$ cat src/rtl/eth_parse_pkg.sv
// Shared constants, parser state encoding and DNS record layout for the
// ICMP port-unreachable DNS extractor.
package eth_parse_pkg;

  localparam logic [15:0] ETH_FTYPE_IP      = 16'h0800;
  localparam logic [7:0]  IP_PROTO_ICMP     = 8'h01;
  localparam logic [7:0]  IP_PROTO_UDP      = 8'h11;
  localparam logic [7:0]  IPV4_VIHL_NOOPT   = 8'h45;
  localparam logic [7:0]  ICMP_DEST_UNREACH = 8'd3;
  localparam logic [7:0]  ICMP_PORT_UNREACH = 8'd3;

  // 64-bit beat index carrying each header field (frame byte offset / 8)
  localparam logic [9:0] BEAT_SOF         = 10'd0;
  localparam logic [9:0] BEAT_ETH         = 10'd1;
  localparam logic [9:0] BEAT_IP_PROTO    = 10'd2;
  localparam logic [9:0] BEAT_L4          = 10'd4;
  localparam logic [9:0] BEAT_INNER_IP    = 10'd5;
  localparam logic [9:0] BEAT_INNER_PROTO = 10'd6;
  localparam logic [9:0] BEAT_ADDR        = 10'd7;
  localparam logic [9:0] BEAT_QPORT       = 10'd8;
  localparam logic [9:0] BEAT_DNS_TAIL    = 10'd9;
  localparam logic [9:0] BEAT_CNT_MAX     = 10'h3FF;

  typedef enum logic [1:0] {
    ST_SYNC    = 2'd0,
    ST_PARSE   = 2'd1,
    ST_DISCARD = 2'd2
  } parse_state_t;

  typedef struct packed {
    logic [31:0] src_ip;
    logic [31:0] dst_ip;
    logic [15:0] src_udp;
    logic [15:0] dst_udp;
    logic [15:0] dns_id;
    logic [15:0] dns_flags;
    logic [15:0] dns_qdcount;
    logic [15:0] dns_ancount;
  } dns_rec_t;

  localparam int REC_W = 160;

  function automatic logic [15:0] be16(input logic [7:0] hi, input logic [7:0] lo);
    return {hi, lo};
  endfunction

endpackage

$ cat src/rtl/dns_rec_fifo.sv
// First-word-fall-through record FIFO; full/empty derive from occupancy
// before any same-cycle pop, so a push into a full FIFO is always refused.
module dns_rec_fifo #(
  parameter int WIDTH = 160,
  parameter int DEPTH = 16
) (
  input  logic                     clk156,
  input  logic                     eth_rst_n,
  input  logic                     push,
  input  logic [WIDTH-1:0]         din,
  input  logic                     pop,
  output logic [WIDTH-1:0]         dout,
  output logic                     full,
  output logic                     empty,
  output logic [$clog2(DEPTH):0]   count
);

  localparam int AW = $clog2(DEPTH);
  localparam logic [AW:0] FULL_CNT = (AW+1)'(DEPTH);

  logic [WIDTH-1:0] mem [DEPTH];
  logic [AW-1:0]    wr_ptr;
  logic [AW-1:0]    rd_ptr;
  logic             do_push;
  logic             do_pop;

  assign full    = (count == FULL_CNT);
  assign empty   = (count == '0);
  assign do_push = push & ~full;
  assign do_pop  = pop & ~empty;
  assign dout    = empty ? '0 : mem[rd_ptr];

  always_ff @(posedge clk156) begin
    if (!eth_rst_n) begin
      wr_ptr <= '0;
      rd_ptr <= '0;
      count  <= '0;
    end else begin
      if (do_push) wr_ptr <= wr_ptr + 1'b1;
      if (do_pop)  rd_ptr <= rd_ptr + 1'b1;
      case ({do_push, do_pop})
        2'b10:   count <= count + 1'b1;
        2'b01:   count <= count - 1'b1;
        default: count <= count;
      endcase
    end
  end

  always_ff @(posedge clk156) begin
    if (do_push) mem[wr_ptr] <= din;
  end

endmodule

$ cat src/rtl/icmp_dns_extract.sv
// Passive tap parser: extracts quoted IP/UDP/DNS headers from ICMP 3/3
// frames into a record FIFO and keeps saturating statistics.
//
//   state      | meaning
//   -----------+-----------------------------------------------------
//   ST_SYNC    | frame alignment unknown; wait for a tlast beat
//   ST_PARSE   | at frame start or mid-frame with all checks passing
//   ST_DISCARD | frame rejected; wait for its tlast
module icmp_dns_extract
  import eth_parse_pkg::*;
#(
  parameter logic [15:0] DNS_PORT   = 16'd53,
  parameter logic [15:0] HIT_PORT   = 16'd12345,
  parameter int          FIFO_DEPTH = 16,
  parameter int          CNT_WIDTH  = 32
) (
  input  logic                 clk156,
  input  logic                 eth_rst_n,
  input  logic                 cfg_port_chk,
  input  logic                 s_axis_tvalid,
  input  logic [63:0]          s_axis_tdata,
  input  logic [7:0]           s_axis_tkeep,
  input  logic                 s_axis_tlast,
  input  logic                 s_axis_tuser,
  output logic                 m_rec_tvalid,
  input  logic                 m_rec_tready,
  output logic [REC_W-1:0]     m_rec_tdata,
  output logic [CNT_WIDTH-1:0] stat_match,
  output logic [CNT_WIDTH-1:0] stat_drop,
  output logic [CNT_WIDTH-1:0] stat_hit,
  output logic [CNT_WIDTH-1:0] stat_err,
  output logic [7:0]           debug
);

  parse_state_t state, state_nxt;
  logic [9:0]  beat_cnt;
  logic [7:0][7:0] lane;
  logic [15:0] f_be01, f_be23, f_be45, f_be67;
  logic        port_chk_r, ihl_bad_r, cand_r, keep9_ok_r;
  logic        eth_ip_r, udp_r, hit_r;
  logic [31:0] src_ip_r, dst_ip_r;
  logic [15:0] src_udp_r, dst_udp_r, dns_id_r, flags_r, qd_r, an_r;
  logic        frame_last, mism_now, ihl_err_now, cand_now, short_now;
  logic        keep9_now, keep9_ok, tail_now;
  logic        rec_commit, err_inc, hit_inc;
  logic        fifo_full, fifo_empty;
  logic [$clog2(FIFO_DEPTH):0] fifo_count_unused;
  dns_rec_t    rec_din;

  assign lane       = s_axis_tdata;
  assign f_be01     = be16(lane[0], lane[1]);
  assign f_be23     = be16(lane[2], lane[3]);
  assign f_be45     = be16(lane[4], lane[5]);
  assign f_be67     = be16(lane[6], lane[7]);
  assign frame_last = s_axis_tvalid & s_axis_tlast;
  assign short_now  = beat_cnt < BEAT_DNS_TAIL;
  assign tail_now   = beat_cnt == BEAT_DNS_TAIL;
  assign keep9_now  = (s_axis_tkeep | 8'hC0) == 8'hFF;
  assign keep9_ok   = tail_now ? keep9_now : keep9_ok_r;
  assign cand_now   = cand_r | (beat_cnt == BEAT_IP_PROTO && lane[7] == IP_PROTO_ICMP);

  // Field checks for the beat currently on the bus
  always_comb begin
    mism_now    = 1'b0;
    ihl_err_now = 1'b0;
    case (beat_cnt)
      BEAT_ETH:         mism_now = f_be45 != ETH_FTYPE_IP;
      BEAT_IP_PROTO: begin
        mism_now    = ihl_bad_r || lane[7] != IP_PROTO_ICMP;
        ihl_err_now = ihl_bad_r && lane[7] == IP_PROTO_ICMP;
      end
      BEAT_L4:          mism_now = lane[2] != ICMP_DEST_UNREACH || lane[3] != ICMP_PORT_UNREACH;
      BEAT_INNER_IP: begin
        mism_now    = lane[2] != IPV4_VIHL_NOOPT;
        ihl_err_now = lane[2] != IPV4_VIHL_NOOPT;
      end
      BEAT_INNER_PROTO: mism_now = lane[3] != IP_PROTO_UDP;
      BEAT_QPORT:       mism_now = port_chk_r && f_be01 != DNS_PORT;
      default:          mism_now = 1'b0;
    endcase
  end

  always_ff @(posedge clk156) begin
    if (!eth_rst_n) state <= ST_SYNC;
    else            state <= state_nxt;
  end

  always_comb begin
    state_nxt = state;
    case (state)
      ST_SYNC:    if (frame_last) state_nxt = ST_PARSE;
      ST_PARSE:   if (frame_last) state_nxt = ST_PARSE;
                  else if (s_axis_tvalid && mism_now) state_nxt = ST_DISCARD;
      ST_DISCARD: if (frame_last) state_nxt = ST_PARSE;
      default:    state_nxt = ST_SYNC;
    endcase
  end

  always_comb begin
    rec_commit = (state == ST_PARSE) & frame_last & cand_now & ~mism_now & ~short_now
                 & ~s_axis_tuser & keep9_ok;
    err_inc    = (state == ST_PARSE) & s_axis_tvalid & (ihl_err_now
                 | (s_axis_tlast & cand_now & ~mism_now & (short_now | s_axis_tuser)));
    // Outer-UDP port hits are tracked independently of the ICMP checks
    hit_inc    = (state != ST_SYNC) & frame_last & ~s_axis_tuser
                 & ((beat_cnt == BEAT_L4) ? (udp_r && f_be45 == HIT_PORT) : hit_r);
  end

  always_ff @(posedge clk156) begin
    if (!eth_rst_n) begin
      beat_cnt <= '0;
    end else if (s_axis_tvalid) begin
      if (s_axis_tlast)                 beat_cnt <= '0;
      else if (beat_cnt != BEAT_CNT_MAX) beat_cnt <= beat_cnt + 1'b1;
    end
  end

  always_ff @(posedge clk156) begin
    if (!eth_rst_n) begin
      {port_chk_r, ihl_bad_r, cand_r, keep9_ok_r, eth_ip_r, udp_r, hit_r} <= '0;
      {src_ip_r, dst_ip_r, src_udp_r, dst_udp_r} <= '0;
      {dns_id_r, flags_r, qd_r, an_r} <= '0;
    end else if (s_axis_tvalid) begin
      case (beat_cnt)
        BEAT_SOF:         port_chk_r <= cfg_port_chk;
        BEAT_ETH: begin
          ihl_bad_r <= lane[6] != IPV4_VIHL_NOOPT;
          eth_ip_r  <= f_be45 == ETH_FTYPE_IP;
        end
        BEAT_IP_PROTO: begin
          cand_r <= lane[7] == IP_PROTO_ICMP;
          udp_r  <= eth_ip_r && lane[7] == IP_PROTO_UDP;
        end
        BEAT_L4:          hit_r <= udp_r && f_be45 == HIT_PORT;
        BEAT_INNER_PROTO: src_ip_r[31:16] <= f_be67;
        BEAT_ADDR: begin
          src_ip_r[15:0] <= f_be01;
          dst_ip_r       <= {f_be23, f_be45};
          src_udp_r      <= f_be67;
        end
        BEAT_QPORT: begin
          dst_udp_r <= f_be01;
          dns_id_r  <= f_be67;
        end
        BEAT_DNS_TAIL: begin
          flags_r    <= f_be01;
          qd_r       <= f_be23;
          an_r       <= f_be45;
          keep9_ok_r <= keep9_now;
        end
        default: ;
      endcase
      if (s_axis_tlast)
        {ihl_bad_r, cand_r, keep9_ok_r, eth_ip_r, udp_r, hit_r} <= '0;
    end
  end

  always_comb begin
    rec_din.src_ip      = src_ip_r;
    rec_din.dst_ip      = dst_ip_r;
    rec_din.src_udp     = src_udp_r;
    rec_din.dst_udp     = dst_udp_r;
    rec_din.dns_id      = dns_id_r;
    rec_din.dns_flags   = tail_now ? f_be01 : flags_r;
    rec_din.dns_qdcount = tail_now ? f_be23 : qd_r;
    rec_din.dns_ancount = tail_now ? f_be45 : an_r;
  end

  dns_rec_fifo #(
    .WIDTH (REC_W),
    .DEPTH (FIFO_DEPTH)
  ) u_fifo (
    .clk156    (clk156),
    .eth_rst_n (eth_rst_n),
    .push      (rec_commit),
    .din       (rec_din),
    .pop       (m_rec_tready),
    .dout      (m_rec_tdata),
    .full      (fifo_full),
    .empty     (fifo_empty),
    .count     (fifo_count_unused)
  );

  assign m_rec_tvalid = ~fifo_empty;
  assign debug        = stat_match[7:0];

  always_ff @(posedge clk156) begin
    if (!eth_rst_n) begin
      stat_match <= '0;
      stat_drop  <= '0;
      stat_hit   <= '0;
      stat_err   <= '0;
    end else begin
      if (rec_commit && !fifo_full && !(&stat_match)) stat_match <= stat_match + 1'b1;
      if (rec_commit &&  fifo_full && !(&stat_drop))  stat_drop  <= stat_drop + 1'b1;
      if (hit_inc && !(&stat_hit))                    stat_hit   <= stat_hit + 1'b1;
      if (err_inc && !(&stat_err))                    stat_err   <= stat_err + 1'b1;
    end
  end

endmodule

$ cat config.mk
export PLATFORM = sky130hd
export DESIGN_NAME = icmp_dns_extract
export DESIGN_NICKNAME = d
export VERILOG_FILES = /design/src/rtl/eth_parse_pkg.sv /design/src/rtl/dns_rec_fifo.sv /design/src/rtl/icmp_dns_extract.sv
export SDC_FILE = /design/constraint.sdc
export NUM_CORES = 2
export LEC_CHECK = 0
export ABC_AREA = 1
export ABC_CLOCK_PERIOD_IN_PS = 22100
export BUFFER_PORTS_ARGS = -buffer_cell sky130_fd_sc_hd__buf_2
export CAP_MARGIN = 0
export CORE_MARGIN = 2
export CORE_UTILIZATION = 45
export CTS_BUF_LIST = sky130_fd_sc_hd__clkbuf_8
export CTS_CLUSTER_SIZE = 12
export DETAILED_ROUTE_END_ITERATION = 8
export HOLD_SLACK_MARGIN = 0.08
export PLACE_DENSITY = 0.59
export SLEW_MARGIN = 10
export SYNTH_ARGS = -nofsm -noshare
export SYNTH_HDL_FRONTEND = slang
export SYNTH_SLANG_ARGS = --single-unit
$ cat constraint.sdc
create_clock -name clk156 -period 22.1 [get_ports clk156]
set_input_delay 3.315 -clock clk156 [delete_from_list [all_inputs] [get_ports clk156]]
set_output_delay 3.315 -clock clk156 [all_outputs]
set_load 0.005 [all_outputs]
## Word level (Yosys, flattened, before mapping)

Memory sizes are Yosys's and may differ from the RTL's. A register that Yosys moved wholly into a read port is not among the register bits.
Cells that the tools add are included.

| operators by class | value |
|---|---|
| equal/unequal tests | 29 |
| reduce and logical (&&, ||, !) cells | 40 |
| muxes and demuxes | 29 |
| add/sub/neg operators | 9 |
| bitwise gates (word level) | 25 |
| $lt $le $gt $ge | 1 |

Operators by type and width:

| cell | number |
|---|---|
| 160-bit two-way mux | 1 |
| 32-bit by 1-bit adder with 32-bit output, second input constant | 4 |
| 32-bit AND reduction | 4 |
| 16-bit two-way mux | 3 |
| 10-bit by 3-bit == test with 1-bit output, second input constant | 4 |
| 10-bit by 4-bit == test with 1-bit output, second input constant | 2 |
| 10-bit two-way mux | 2 |
| 1-bit AND | 17 |
| 16-bit by 12-bit == test with 1-bit output, second input constant | 1 |
| 16-bit by 14-bit == test with 1-bit output, second input constant | 1 |
| 16-bit by 12-bit != test with 1-bit output, second input constant | 1 |
| 16-bit by 6-bit != test with 1-bit output, second input constant | 1 |
| 8-bit by 2-bit != test with 1-bit output, second input constant | 2 |
| 8-bit by 7-bit != test with 1-bit output, second input constant | 2 |
| 2-bit AND reduction | 8 |
| 1-bit two-way mux | 14 |
| 1-bit logical AND | 12 |
| 10-bit by 1-bit adder with 10-bit output, second input constant | 1 |
| 10-bit by 1-bit == test with 1-bit output, second input constant | 1 |
| 10-bit by 2-bit == test with 1-bit output, second input constant | 1 |
| 10-bit logical NOT | 1 |
| 10-bit by 4-bit less-than comparator with 1-bit output, second input constant | 1 |
| 10-bit != test, second input constant | 1 |
| 5-bit one-hot mux with 2 select lines | 1 |
| 26 further kinds | 47 |

| word-level totals | value |
|---|---|
| word-level logic and storage cells | 159 |
| register bits | 320 |
| memory bits (writable) | 2560 |
| memories kept | 1 |

Memory list:

| name | depth | width | read ports | clocked after Yosys merged registers in | write ports | line | RTL |
|---|---|---|---|---|---|---|---|
| u_fifo.mem | 16 | 160 | 1 | 1 | 1 | dns_rec_fifo.sv:21 | `logic [WIDTH-1:0] mem [DEPTH];` |

## Depth between registers and ports, before layout

| depth | value |
|---|---|
| depth after elaboration | 11 |
| gate-level depth with buffers | 21 |
| depth with buffers taken out | 21 |

## Hierarchy

Synthesis repeated with hierarchy kept, for this count alone.

| unflattened totals | value |
|---|---|
| cells, all modules | 9226 |
| area, all modules | 114705.0 µm² |

Modules (own cells, without submodules):

| module | cells each | instances | area an instance (µm²) |
|---|---|---|---|
| dns_rec_fifo | 6932 | 1 | 99412.8 |
| icmp_dns_extract | 2294 | 1 | 15292.2 |

## Least setup slack after synthesis

No wires, ideal clock.

| timing path | value |
|---|---|
| path type | in2reg |
| start point | in s_axis_tlast |
| end point | mem u_fifo.mem[0][0] (enable) |
| data required time | 21418 ps |
| stages | 11 |
| arrival time | 11148 ps |
| path slack | 10270 ps |
| path through | clkbuf_1 nand2_1 inv_1 nand2_1 nor2_1 nand3_1 nor2_4 nand2_2 inv_2 nand2_1 nor2_1 |

| between the ends | value |
|---|---|
| longest elaborated chain between the ends | 10 |

RTL lines:

| item | line | RTL |
|---|---|---|
| from (decl) | icmp_dns_extract.sv:23 | `input logic s_axis_tlast,` |
| 1-bit AND | icmp_dns_extract.sv:55 | `assign frame_last = s_axis_tvalid & s_axis_tlast;` |
| 1-bit AND (4 in series) | icmp_dns_extract.sv:100 | `rec_commit = (state == ST_PARSE) & frame_last & cand_now & ~mism_now & ~short_now` |
| 1-bit AND (2 in series) | icmp_dns_extract.sv:101 | `& ~s_axis_tuser & keep9_ok;` |
| 1-bit AND | dns_rec_fifo.sv:29 | `assign do_push = push & ~full;` |
| 1-bit two-way mux | dns_rec_fifo.sv:50 | `if (do_push) mem[wr_ptr] <= din;` |
| 1-bit two-way mux (not written as such) | dns_rec_fifo.sv:50 |  |
| to (decl) | dns_rec_fifo.sv:21 |  |

No other way between the ends.

==> flow_metrics.py <==
metrics = {
    "synthesis": {
        "synthDistinctLibCells": 38,
        "async_flop_share_pct": 0,
        "syn-cell-area_um2": 115000,
        "post_synth_inst_count": 9288,
        "yosys_warnings": 0,
        "number_of_flops_mapped_to_enable_cells_by_yosys": 2560,
        "synth.top_cells.by_area": "sky130_fd_sc_hd__edfxtp_1 (67%), sky130_fd_sc_hd__o21ai_0 (6.2%), sky130_fd_sc_hd__dfxtp_1 (5.6%), sky130_fd_sc_hd__nor2_1 (5.3%), sky130_fd_sc_hd__o221ai_1 (3.4%)",
        "synth.top_cells.by_count": "sky130_fd_sc_hd__edfxtp_1 (2,560), sky130_fd_sc_hd__nor2_1 (1,635), sky130_fd_sc_hd__o21ai_0 (1,423)",
        "synthDominantCellAreaShare_pct": 66.8,
        "yosys_register_bits": 2884,
        "synth_area_per_cell_um2": 12.4,
        "postSynthNetCount": 9385,
        "post-synth-top-count-cell": "sky130_fd_sc_hd__edfxtp_1",
        "seq_area_frac_synth_pct": 72.4,
        "synth_flop_cell": "sky130_fd_sc_hd__edfxtp_1",
        "synthDominantAreaCellType": "sky130_fd_sc_hd__edfxtp_1",
    },
    "clock_tree": {
        "insertion_delay_ns": 1.10,
        "numCtsBuffers": 463,
        "numClockSinks": 2884,
        "postCtsResizedCells": 0,
        "cts_hold_repair_buffers": 0,
        "cts_max_path_buffers": 4,
        "cts_tree": "built",
        "cts.repair_timing.setup_buffer_count": 0,
        "cts.clk_slew.worst_paths_ns": 0.06,
        "clockRootBuffer": "sky130_fd_sc_hd__clkbuf_8",
        "htree_levels": 5,
    },
    "setup_path": {
        "path_delay_family": "buffers and inverters",
        "timing.setup.critical_path_class": "reg -> out",
        "cp.depth": 10,
        "cp.buffers_inverters": 6,
        "cp_data_arrival_time_ns": 7.68,
        "critical-path-slowest-cell": "sky130_fd_sc_hd__buf_4",
        "crit_chain": "inv_8 > buf_4 > buf_12 > buf_4 > buf_4 > o21ai_0 > o22ai_1 > o211ai_1 > a21oi_1 > buf_2",
        "cp_common_cell": "sky130_fd_sc_hd__buf_4",
        "critical_path.max_fanout": 231,
        "timing.critical_path.from_type": "flop",
        "critPathCaptureType": "output port",
        "timing.critical_path.required_ns": 18.78,
        "critical-path-max-stage-delay_ns": 0.94,
        "timing.rr.start": "beat_cnt[5]$_SDFFE_PN0P_",
        "reg2reg_depth": 17,
    },
    "detailed_routing": {
        "routed-via-count": 79800,
        "routedWlPerCell_um": 26.3,
        "drc": 0,
        "route.antenna.remaining_nets": 0,
        "routed_wl_um": 351000,
        "via_per_inst": 5.96,
        "detail_route.first_pass.iterations": 5,
        "drt_first_iter_violations": 8921,
    },
    "die": {
        "fp-row-count": 185,
        "io-pin-count": 376,
        "chipWidth_um": 510,
        "die_y_um": 510,
        "initial_core_util_pct": 45.3,
        "dieArea_um2": 260000,
        "floorplan.core_area_um2": 254000,
    },
    "timing": {
        "timing.final.ws_setup_ns": 11.10,
        "max_clock_freq_mhz": 90.9,
        "final_min_period_over_clock_period_pct": 49.8,
        "setup_tns_ns": 0,
        "max_slew_margin_pct": -21.4,
        "hold_fails_final_rpt": 0,
        "final.min_clock_period_ns": 11.00,
        "worst_pin_slew_ns": 1.82,
        "slew_violations": 71,
        "grt_setup_unrepaired": "no",
        "final.setup_skew_ns": 0.161,
        "setup_viol_count_final": 0,
    },
    "global_route": {
        "grt.overflow.total": 0,
        "grt_max_degree": 249,
        "wire_length_of_the_first_global_routing_pass_um": 508000,
        "initial_antenna_violation_count": 36,
        "track_usage_pct": 26.3,
        "grt_pass1_vias": 76900,
    },
    "hold_path": {
        "min-delay-path-class": "reg -> reg",
        "min_delay_path_depth": 2,
        "worstHoldStart": "udp_r$_SDFFE_PN0P_",
    },
    "pwr": {
        "power_density_nw_per_um2": 105,
        "power.static_leakage_uw": 0.0391,
        "vdd_drop_max_mv": 0.101,
    },
    "outcome": {
        "violations": "slew limit",
        "status": "finished, violations left",
    },
    "layout": {
        "area.growth.synth_to_final_pct": 11.8,
        "design.final.nets": 9704,
        "drive_gt1_share_pct": 11.6,
    },
    "place": {
        "buffer_ports.inserted": 373,
        "globalplace.congestion": 0.894,
        "dpl_worst_slack_ns": 12.11,
        "detailed_place_hpwl_um": 183000,
    },
    "job": {
        "maxCapViolCount": 0,
    },
}
through the flow:
step | cell area (um2) | hold slack [ns] | cells | util (%) | total power [uW]
floorplan | 115000 | 0.431 | 9288 | - | 7870
global placement | 120000 | 0.452 | 12500 | 47.2 | 9170
detailed placement | 120000 | 0.453 | 12500 | 47.2 | 9240
CTS | 129000 | 0.463 | 13400 | 50.6 | 13500
global route | 129000 | 0.493 | 13400 | 50.6 | 14000
finish | 129000 | 0.464 | 13400 | 50.6 | 13400
area by class of cell:
class / instances / area, um2
Tap cell: 3366 / 4210
Inverter: 267 / 1040
Antenna cell: 18 / 45.0
Clock inverter: 339 / 1650
Multi-Input combinational cell: 5452 / 28100
Fill cell: 22000 / 126000
Timing Repair Buffer: 539 / 3250
Sequential cell: 2884 / 83400
Clock buffer: 510 / 7020
kinds of logic (layout without fill, tap and decap cells):
logic type | after synthesis | in the layout | synth area share [%]
AOI/OAI and AO/OA | 2667 | 2667 | 13.8
xor gates and xnor gates | 110 | 110 | 0.837
adders and majority gates | 18 | 18 | 0.196
buffers and inverters | 952 | 1655 | 3.31
DFF | 2884 | 2884 | 72.4
other | 0 | 18 | 0
and+or+nand+nor | 2657 | 2657 | 9.43
layer usage:
metal,GRT usage (%),vias up,wire (um)
li1,-,35300,-
met1,36.3,40000,144000
met2,41.5,3784,162000
met3,4.41,631,30600
met4,10.7,0,14900
met5,0,-,0
power by group:
part / switching [uW] / internal (uW)
Clock: 2110 / 2190
Combinational: 2390 / 816
Sequential: 43.9 / 5890
worst register-to-register path, delay by kind of cell, from the launching register on:
family	cells	cell delay, ns
buffers and inverters	6	3.88
AND/OR/NAND/NOR	11	2.48
flip-flops	1	0.43
worst paths after layout:
check                                 endpoint  slack (ns)
hold / removal              udp_r$_SDFFE_PN0P_        0.46
hold reg to reg             udp_r$_SDFFE_PN0P_        0.46
setup / recovery              m_rec_tdata[132]       11.10
setup reg to reg  u_fifo.mem[0][112]$_DFFE_PP_       14.81
registers in the layout (all words and copies together), names as in the netlist, 32 cells and up, named ones only:
name,flops
dst_ip_r,32
src_ip_r,32
stat_drop,32
stat_err,32
stat_hit,32
stat_match,32
u_fifo.mem,2560
cell usage in the layout, fill, tap and decap left out, drive strengths merged:
cell | netlist | layout
ha | 18 | 18
o221ai | 444 | 444
nand2 | 530 | 530
a21oi | 355 | 355
nand3b | 6 | 6
nand3 | 220 | 220
diode | 0 | 18
dfxtp | 324 | 324
clkinv | 3 | 129
o22ai | 196 | 196
clkinvlp | 0 | 6
nor2 | 1643 | 1643
a211oi | 41 | 41
edfxtp | 2560 | 2560
xnor2 | 28 | 28
and3 | 1 | 1
or2 | 1 | 1
bufinv | 0 | 7
o211ai | 196 | 196
nor3b | 3 | 3
xor2 | 82 | 82
inv | 264 | 464
o21ai | 1423 | 1423
nand4 | 93 | 93
a31o | 1 | 1
a31oi | 10 | 10
clkbuf | 542 | 510
buf | 143 | 539
nor4 | 47 | 47
nor3 | 113 | 113
a21o | 1 | 1
Note: power is estimated with default switching activity, not from simulation.
